## config.mk

```make
export PLATFORM = sky130hd
export DESIGN_NAME = ex_mem_skid_reg
export DESIGN_NICKNAME = d
export VERILOG_FILES = /design/src/rtl/ex_mem_skid_reg.sv
export SDC_FILE = /design/constraint.sdc
export NUM_CORES = 1
export LEC_CHECK = 0
export CAP_MARGIN = 40
export CORE_ASPECT_RATIO = 0.6
export CORE_MARGIN = 2
export CORE_UTILIZATION = 30
export CTS_BUF_LIST = sky130_fd_sc_hd__clkbuf_8
export CTS_CLUSTER_DIAMETER = 60
export DETAILED_ROUTE_END_ITERATION = 10
export PLACE_DENSITY_LB_ADDON = 0.2
export SYNTH_ARGS = -nofsm -noshare
export SYNTH_HDL_FRONTEND = slang
export SYNTH_SLANG_ARGS = --single-unit
```

## constraint.sdc

```tcl
create_clock -name clk -period 2.15 [get_ports clk]
set_input_delay 0.43 -clock clk [delete_from_list [all_inputs] [get_ports clk]]
set_output_delay 0.43 -clock clk [all_outputs]
set_load 0.01 [all_outputs]
```

## src/rtl/ex_mem_skid_reg.sv

```systemverilog
// ex_mem_skid_reg
//   Two-entry skid buffer between the EX and MEM pipeline stages. The main
//   entry drives the MEM stage. The skid entry catches one instruction that
//   was accepted while MEM stalled. Because of the skid entry, in_ready is a
//   plain flop, so backpressure does not ripple combinationally into EX.
//   The youngest held instruction that writes a nonzero rd is offered back
//   to the ALU operand muxes as a forwarding candidate.
//
// Ports
//   clk, reset               clock, synchronous active-high reset
//   flush                    squash every held entry and any input this cycle
//   in_valid / in_ready      EX-side handshake (in_ready registered)
//   in_result, in_store_data, in_pc, in_rd, in_mem_read, in_mem_write,
//   in_reg_write, in_funct3  instruction payload from EX
//   out_valid / out_ready    MEM-side handshake
//   out_*                    main-entry payload toward MEM
//   fwd_valid, fwd_rd, fwd_data  forwarding candidate, from registered state only
module ex_mem_skid_reg #(
   parameter int DATA_W = 32
) (
   input  logic              clk,
   input  logic              reset,
   input  logic              flush,
   input  logic              in_valid,
   output logic              in_ready,
   input  logic [DATA_W-1:0] in_result,
   input  logic [DATA_W-1:0] in_store_data,
   input  logic [DATA_W-1:0] in_pc,
   input  logic [4:0]        in_rd,
   input  logic              in_mem_read,
   input  logic              in_mem_write,
   input  logic              in_reg_write,
   input  logic [2:0]        in_funct3,
   output logic              out_valid,
   input  logic              out_ready,
   output logic [DATA_W-1:0] out_result,
   output logic [DATA_W-1:0] out_store_data,
   output logic [DATA_W-1:0] out_pc,
   output logic [4:0]        out_rd,
   output logic              out_mem_read,
   output logic              out_mem_write,
   output logic              out_reg_write,
   output logic [2:0]        out_funct3,
   output logic              fwd_valid,
   output logic [4:0]        fwd_rd,
   output logic [DATA_W-1:0] fwd_data
);

   // Packed payload layout, LSB first:
   // funct3 | reg_write | mem_write | mem_read | rd | pc | store_data | result
   localparam int F3_LSB  = 0;
   localparam int RW_BIT  = 3;
   localparam int MW_BIT  = 4;
   localparam int MR_BIT  = 5;
   localparam int RD_LSB  = 6;
   localparam int PC_LSB  = 11;
   localparam int SD_LSB  = PC_LSB + DATA_W;
   localparam int RES_LSB = SD_LSB + DATA_W;
   localparam int PAY_W   = RES_LSB + DATA_W;

   typedef enum logic [1:0] {EMPTY = 2'd0, ONE = 2'd1, TWO = 2'd2} occ_t;

   occ_t             state_p1, state_nxt;
   logic             in_ready_p1;
   logic [PAY_W-1:0] main_p1, skid_p1, in_pay;
   logic             vld_main, vld_skid;
   logic             in_fire, out_fire;
   logic             ld_main_in, ld_main_skid, ld_skid_in;
   logic             main_fwd, skid_fwd;

   assign in_pay = {in_result, in_store_data, in_pc, in_rd,
                    in_mem_read, in_mem_write, in_reg_write, in_funct3};

   assign in_fire  = in_valid & in_ready_p1;
   assign out_fire = vld_main & out_ready;

   // State and payload registers
   always_ff @(posedge clk) begin
      if (reset) begin
         state_p1    <= EMPTY;
         in_ready_p1 <= 1'b1;
         main_p1     <= '0;
         skid_p1     <= '0;
      end else begin
         state_p1    <= state_nxt;
         in_ready_p1 <= (state_nxt != TWO);
         if (ld_main_in)
            main_p1 <= in_pay;
         else if (ld_main_skid)
            main_p1 <= skid_p1;
         if (ld_skid_in)
            skid_p1 <= in_pay;
      end
   end

   // Next occupancy
   always_comb begin
      state_nxt = state_p1;
      if (flush) begin
         state_nxt = EMPTY;
      end else begin
         case (state_p1)
            EMPTY:   if (in_fire) state_nxt = ONE;
            ONE: begin
               if (in_fire && !out_fire)
                  state_nxt = TWO;
               else if (!in_fire && out_fire)
                  state_nxt = EMPTY;
            end
            TWO:     if (out_fire) state_nxt = ONE;
            default: state_nxt = EMPTY;
         endcase
      end
   end

   // Valid decode and payload load enables. A flush only clears occupancy,
   // so no payload moves in a flush cycle.
   always_comb begin
      vld_main     = (state_p1 == ONE) || (state_p1 == TWO);
      vld_skid     = (state_p1 == TWO);
      ld_main_in   = 1'b0;
      ld_main_skid = 1'b0;
      ld_skid_in   = 1'b0;
      if (!flush) begin
         case (state_p1)
            EMPTY: ld_main_in = in_fire;
            ONE: begin
               ld_main_in = in_fire & out_fire;
               ld_skid_in = in_fire & ~out_fire;
            end
            TWO:   ld_main_skid = out_fire;
            default: ;
         endcase
      end
   end

   assign in_ready       = in_ready_p1;
   assign out_valid      = vld_main;
   assign out_result     = main_p1[RES_LSB +: DATA_W];
   assign out_store_data = main_p1[SD_LSB +: DATA_W];
   assign out_pc         = main_p1[PC_LSB +: DATA_W];
   assign out_rd         = main_p1[RD_LSB +: 5];
   assign out_mem_read   = main_p1[MR_BIT];
   assign out_mem_write  = main_p1[MW_BIT];
   assign out_reg_write  = main_p1[RW_BIT];
   assign out_funct3     = main_p1[F3_LSB +: 3];

   // The skid entry is younger than the main entry, so when it qualifies its
   // value is the newest one for that register.
   assign skid_fwd  = vld_skid & skid_p1[RW_BIT] & (skid_p1[RD_LSB +: 5] != 5'd0);
   assign main_fwd  = vld_main & main_p1[RW_BIT] & (main_p1[RD_LSB +: 5] != 5'd0);
   assign fwd_valid = skid_fwd | main_fwd;
   assign fwd_rd    = skid_fwd ? skid_p1[RD_LSB +: 5] : main_p1[RD_LSB +: 5];
   assign fwd_data  = skid_fwd ? skid_p1[RES_LSB +: DATA_W] : main_p1[RES_LSB +: DATA_W];

endmodule

```

* Word-level counts from Yosys, hierarchy flattened
Cells that the tools add are included.
Cells by class: equal/unequal tests 3, muxes and demuxes 16, bitwise gates (word level) 10, reductions and logical operators 9
Operator list (count):
- two-way mux 107 bit | 2
- two-way mux 32 bit | 1
- two-way mux 2 bit | 5
- nonzero test 5 bit | 2
- AND 1 bit | 8
- case mux 2 bit (3 select lines) | 1
- two-way mux 1 bit | 5
- two-way mux 5 bit | 1
- == test 2 x 1 -> 1 bit (second input constant) | 1
- == test 2 bit (second input constant) | 1
- logical AND 1 bit | 2
- zero test 1 bit | 2
- zero test 2 bit | 1
- != test 2 bit (second input constant) | 1
- case mux 1 bit (2 select lines) | 1
- nonzero test 2 bit | 1
- logical OR 1 bit | 1
- inverter 1 bit | 1
- OR 1 bit | 1
Word-level totals: register bits 217, input port bits 112, output and inout port bits 147

* Logic depth before layout (Yosys ltp)
Gate-level depths: netlist of the first run.
depth after elaboration 9, gate-level depth with buffers 9, depth with buffers taken out 6

* Worst setup path after synthesis of the first run
No wires, ideal clock.
path kind reg-to-output, start register skid_p1[7], end output fwd_data[23], arrival time 1.670 ns, setup slack 0.050 ns, cell stages (with the launch flop) 6, buffers on the path 2, path through dfxtp_1 > or4_1 > o211ai_2 > buf_6 > buf_6 > mux2_1
On the way: longest elaborated chain between the ends 3
Ends and longest elaborated chain:
- start: declaration | line 65 | logic [PAY_W-1:0] main_p1, skid_p1, in_pay;
- start signal: assignment | line 92 | skid_p1 <= in_pay;
- nonzero test 5 bit | line 150 | assign skid_fwd = vld_skid & skid_p1[RW_BIT] & (skid_p1[RD_LSB +: 5] != 5'd0);
- AND 1 bit | line 150
- two-way mux 32 bit | line 154 | assign fwd_data = skid_fwd ? skid_p1[RES_LSB +: DATA_W] : main_p1[RES_LSB +: DATA_W];
- end: declaration | line 46 | output logic [DATA_W-1:0] fwd_data
Every way passes these cells.

* Final worst setup path of the first run
start register skid_p1[8], end output fwd_data[17]
The elaborated chain is that of the path after synthesis.

==> results of run 1 <==
[layout by cell type (no fill, tap or decap), types with 2 or more instances in the layout]
cell type and n:
nand2_1 431, clkdlybuf4s50_1 218, dfxtp_1 214, a21oi_1 107
nor2_1 106, a311oi_2 101, buf_6 46, clkbuf_8 45
mux2_4 25, buf_4 22, inv_1 18, buf_12 15
mux2_2 8, buf_2 8, clkbuf_16 7, a311oi_1 6
buf_16 5, mux2_1 3, clkinv_2 3, dfxtp_2 3
o211ai_1 2, or3b_4 2, nand4b_1 2, nor2_2 2
o21ai_0 2, a21boi_0 2, ha_4 2, ha_1 2
buf_8 2
[worst paths after layout]
kind | from | end | slack [ns] | cells after the start
setup / recovery | skid_p1[8] | fwd_data[17] | -0.75 | 7
hold / removal | reset | skid_p1[43] | 0.34 | 2
setup reg to reg | state_p1[0] | main_p1[41] | 0.06 | 8
hold reg to reg | skid_p1[56] | skid_p1[56] | 0.45 | 2
[cells in the mapped netlist]
cell type / number
buf_8: 1
nand4b_1: 2
o211ai_2: 1
buf_4: 3
or4_1: 2
and4b_1: 1
nand3_1: 1
a21boi_0: 2
o21ai_0: 2
mux2_1: 18
a31oi_1: 2
or3b_1: 1
o211ai_1: 2
a311oi_2: 100
mux2_2: 18
buf_6: 14
inv_1: 2
a32o_1: 1
nand2_1: 431
or3_1: 1
buf_2: 21
a21bo_2: 1
a311oi_1: 7
o211a_1: 1
nor2_1: 108
nor3b_2: 1
clkbuf_1: 60
dfxtp_1: 217
xnor2_1: 1
a21oi_1: 107
ha_1: 4
nand2_2: 1
and2_1: 1
[kinds of logic after synthesis]
family                     after synthesis  synth area share
muxes                                   36            0.0420
adders and majority gates                4           0.00519
DFF                                    217             0.450
AOI/OAI and AO/OA                      226             0.227
xor gates and xnor gates                 1          0.000908
and+or+nand+nor                        550             0.219
buffers and inverters                  101            0.0553
[cell type report]
class / instances / area share
Clock buffer: 45 / 0.0439
Inverter: 2 / 0.000710
Timing Repair Buffer: 325 / 0.253
Sequential cell: 217 / 0.308
Tap cell: 416 / 0.0369
Clock inverter: 22 / 0.00639
Multi-Input combinational cell: 818 / 0.351
[critical path, cell delays in order, from the launching register on]
cell and delay (ns):
dfxtp_2 0.32, or4_4 0.54, o211ai_4 0.20, buf_6 0.17, clkbuf_16 0.18, buf_6 0.10, mux2_4 0.29, buf_6 0.13
[registers in the layout (all words and copies together) (netlist names)]
signal / count
main_p1: 107
state_p1: 2
skid_p1: 107
in_ready: 1
[metal layers]
layer  GRT usage  vias to the layer above
met5           0                        -
met4      0.0476                        0
met3      0.0464                       49
met2       0.275                      242
met1       0.257                     4316
li1            -                     4391
[timing repair]
action	CTS	global route
buffers inserted	3	13
cloned	2	10
setup endpoints to repair	77	124
pin swaps	1	7
gates resized for setup	192	59
[power by group]
group          internal (mW)  switching, mW  total (mW)  leakage, nW
logic                  0.831          0.684        1.51         2.85
clock network           1.89           1.75        3.64        0.431
registers               4.20          0.120        4.32         1.77
total                   6.92           2.55        9.48         5.05
==> flow_metrics.env, run 1 <==
export IMPL_drive_above_1_share=0.216
export IMPL_n_antenna_cell=0
export IMPL_critPathMaxFanout=4
export IMPL_vias=8998
export IMPL_multi_input_area_mm2=0.00495
export IMPL_grt_pass1_vias=8612
export IMPL_die_w_um=235
export IMPL_die_y_um=143
export IMPL_grt_max_degree=68
export IMPL_fin_nets=1517
export IMPL_cts_buffer_depth=3
export IMPL_syn_area_per_cell_um2=8.50
export IMPL_p_per_area_mw_per_mm2=672
export IMPL_dieArea_mm2=0.0336
export IMPL_fillCellCount=3081
export IMPL_cts_tree="built"
export IMPL_startpoint_type="flip-flop"
export IMPL_total_power_mw=9.48
export IMPL_clock_root_buffer="clkbuf_8"
export IMPL_firstDrtPassIters=5
export IMPL_required_ns=1.72
export IMPL_cts_sinks=217
export IMPL_syn_nets=1251
export IMPL_wl_met1_um=16500
export IMPL_highest_layer="met4"
export IMPL_portBuffers=258
export IMPL_wl_met2_um=14000
export IMPL_grt_pass1_wl_um=48900
export IMPL_vias_per_cell=4.88
export IMPL_slew_violations=0
export IMPL_core_mm2=0.0314
export IMPL_dp_hpwl_um=19500
export IMPL_yosys_area_top_type="dfxtp_1"
export IMPL_p_leak_nw=5.05
export IMPL_htree_num_levels=2
export IMPL_max_cap_viol_count=0
export IMPL_max_freq_ghz=0.345
export IMPL_grt_usage=0.182
export IMPL_insertion_delay_ns=0.54
export IMPL_setup_viol=38
export IMPL_drt_iter0_markers=655
export IMPL_syn_inst=1135
export IMPL_setup_tns_final_ns=-25.98
export IMPL_routed_wl_um=33200
export IMPL_ys_seq_area_frac=0.450
export IMPL_area_growth_pct=46.2
export IMPL_hold_ws_ns=0.345
export IMPL_skew_ns=0.0232
export IMPL_rows=50
export IMPL_post_route_min_period_ns=2.90
export IMPL_gp_congestion=0.766
export IMPL_ys_warn_count=0
export IMPL_dpl_cell_count=1751
export IMPL_outcome="complete, but fails checks"
export IMPL_ys_types=33
export IMPL_cp_end_kind="output port"
export IMPL_hold_path_class="in2reg"
export IMPL_final_cells=1845
export IMPL_vdd_drop_max_mv=0.502
export IMPL_crit_arrival_ns=2.47
export IMPL_rsz0062_at_grt="yes"
export IMPL_fin_crit_sh=1.35
export IMPL_dp_slack_ns=-0.531
export IMPL_final_setup_worst_slack_ns=-0.750
export IMPL_met3_length_um=1970
export IMPL_cts_made_buffers=37
export IMPL_crit_type="reg2out"
export IMPL_io_pins=259
export IMPL_tightest_slew_ns=0.561
export IMPL_final_core_util=0.449
export IMPL_drt_wirelength_per_cell_um=18.0
export IMPL_design_area_mm2=0.0141
export IMPL_slew_headroom=0.626
export IMPL_violations="setup timing"
export IMPL_clk_pin_slew_ns=0.07
export IMPL_start_util=0.307
export IMPL_grt_antenna_before_repair=0
export IMPL_synth_seq_cells=217
export IMPL_drc=0
export IMPL_grt_overflow_total=0
export IMPL_synth_top_area_frac=0.450
export IMPL_postCtsHoldBufs=0
export IMPL_seq_area_mm2=0.00435
export IMPL_dpl_cell_area_mm2=0.0128
export IMPL_ant_nets=0
export IMPL_syn_area_mm2=0.00965
export IMPL_hold_viol_final=0
export IMPL_ys_top_cells_by_area="dfxtp_1, nand2_1, a311oi_2"
(Power assumes the default switching activity.)
==> run 2, diff against run 1 <==
Settings changed: PLACE_DENSITY_LB_ADDON 0.2 to unset, REMOVE_ABC_BUFFERS set to 1.
==> flow_metrics.env, run 2 (same netlist as run 1, synthesis figures left out) <==
export IMPL_outcome="complete, but fails checks"
export IMPL_violations="setup timing"
export IMPL_start_util=0.307
export IMPL_max_cap_viol_count=0
export IMPL_cts_buffer_depth=3
export IMPL_cpPeakStageDelay_ns=0.54
export IMPL_slew_violations=0
export IMPL_vdd_drop_max_mv=0.319
export IMPL_area_growth_pct=52.0
export IMPL_r2r_cells=9
export IMPL_final_cells=1866
export IMPL_skew_ns=0.0252
export IMPL_worst_r2r_setup_slack_ns=-0.01
export IMPL_crit_chain="or4_4 > o211ai_4 > buf_6 > buf_12 > mux2_4 > buf_6"
export IMPL_drt_iter0_markers=467
export IMPL_grt_overflow_total=0
export IMPL_hold_path_end="skid_p1[50]"
export IMPL_cts_tree="built"
export IMPL_max_freq_ghz=0.356
export IMPL_startpoint_type="flip-flop"
export IMPL_hold_viol_final=0
export IMPL_fillCellCount=2945
export IMPL_p_per_area_mw_per_mm2=683
export IMPL_r2r_start="state_p1[0]"
export IMPL_crit_type="reg2out"
export IMPL_p_leak_nw=5.27
export IMPL_routed_wl_um=36400
export IMPL_slew_headroom=0.710
export IMPL_drt_wirelength_per_cell_um=19.5
export IMPL_crit_arrival_ns=2.38
export IMPL_cts_sinks=217
export IMPL_vias_per_cell=5.05
export IMPL_cts_made_buffers=37
export IMPL_die_y_um=143
export IMPL_htree_num_levels=2
export IMPL_tightest_slew_ns=0.434
export IMPL_grt_usage=0.187
export IMPL_drc=0
export IMPL_rsz0062_at_grt="yes"
export IMPL_cp_common_cell="buf_6"
export IMPL_vias=9430
export IMPL_hold_depth=2
export IMPL_reg_top3="main_p1 (107), skid_p1 (107), state_p1 (2)"
export IMPL_grt_antenna_before_repair=2
export IMPL_r2r_end="main_p1[17]"
export IMPL_grt_pass1_vias=9003
export IMPL_grt_max_degree=75
export IMPL_dp_hpwl_um=20100
export IMPL_insertion_delay_ns=0.54
export IMPL_dp_slack_ns=-0.457
export IMPL_postCtsHoldBufs=0
export IMPL_core_mm2=0.0314
export IMPL_fin_crit_sh=1.31
export IMPL_portBuffers=258
export IMPL_die_w_um=235
export IMPL_clock_root_buffer="clkbuf_8"
export IMPL_post_route_min_period_ns=2.81
export IMPL_critPathMaxFanout=7
export IMPL_grt_pass1_wl_um=50200
export IMPL_hold_path_class="in2reg"
export IMPL_drive_above_1_share=0.250
export IMPL_gp_congestion=0.807
export IMPL_final_cell_mix="nand2_1, clkdlybuf4s50_1, dfxtp_1"
export IMPL_io_pins=259
export IMPL_ant_nets=0
export IMPL_dpl_cell_count=1763
export IMPL_cp_end_kind="output port"
export IMPL_hp_start="reset"
export IMPL_crit_slowest_cell="or4_4"
export IMPL_fin_nets=1539
export IMPL_required_ns=1.72
export IMPL_dieArea_mm2=0.0336
export IMPL_final_common_cell="nand2_1"
export IMPL_firstDrtPassIters=5
export IMPL_clk_pin_slew_ns=0.06
export IMPL_rows=50
export IMPL_final_setup_worst_slack_ns=-0.661
export IMPL_setup_viol=39
[run 2: worst max-delay path: cells and delay by family (launching register included)]
kind                   cells  cell delay [ns]
multiplexers               1             0.31
buffers and inverters      3             0.44
flip-flops                 1             0.32
AO/OA/AOI/OAI              1             0.23
AND/OR/NAND/NOR            1             0.54
[run 2: how the worst max path moves through the flow]
stage                 from            to  slack, ns  cells after the start
2_1_floorplan  state_p1[0]    main_p1[0]      -4.27                      5
3_3_place_gp    skid_p1[7]  fwd_data[10]      -0.42                      5
6_report        skid_p1[7]  fwd_data[27]      -0.66                      6
5_1_grt         skid_p1[7]  fwd_data[20]      -0.74                      6
4_1_cts        skid_p1[10]  fwd_data[27]      -0.81                      7
3_5_place_dp    skid_p1[7]   fwd_data[4]      -0.46                      5
[run 2: metal layers]
metal  global-route usage  up-vias  share of wire
met5                    0        -              0
met4               0.0506        0          0.018
met3               0.0476       53          0.076
met2                0.295      390           0.43
met1                0.254     4550           0.47
li1                     -     4437              -
[run 2: area by class of cell]
type,instances,area (um2),area share
clock inverters,17,156,0.0107
clock buffers,47,647,0.0441
repair buffers,347,3940,0.269
well taps,416,520,0.0355
diodes,2,5.00,0.000341
flip-flops and latches,217,4350,0.297
inverters,2,7.51,0.000512
multi-input cells,818,5040,0.344
[run 2: per-stage QoR]
stage	setup TNS [ns]	total power [mW]	area [um2]	util	hold slack [ns]
6_report	-23.83	10.0	14700	0.467	0.284
5_1_grt	-27.68	10.4	14700	0.467	0.275
4_1_cts	-28.35	10.0	14100	0.449	0.261
3_5_place_dp	-35.47	5.82	12900	0.410	0.447
3_3_place_gp	-30.70	5.80	12900	0.410	0.442
2_1_floorplan	-662.63	4.96	9120	-	0.431
[run 2: what timing repair did]
item                                    CTS  global route
gates cloned                              5            20
pin swaps                                 3             5
gates resized for setup                 242            46
endpoints found under the setup margin  158           216
buffers inserted                          8             9
[run 2: power by group]
part	total (mW)	internal, mW	leakage (nW)	switching [mW]
registers	4.32	4.20	1.77	0.125
clock network	4.09	2.33	0.443	1.76
logic	1.60	0.877	3.06	0.720
total	10.0	7.40	5.27	2.61
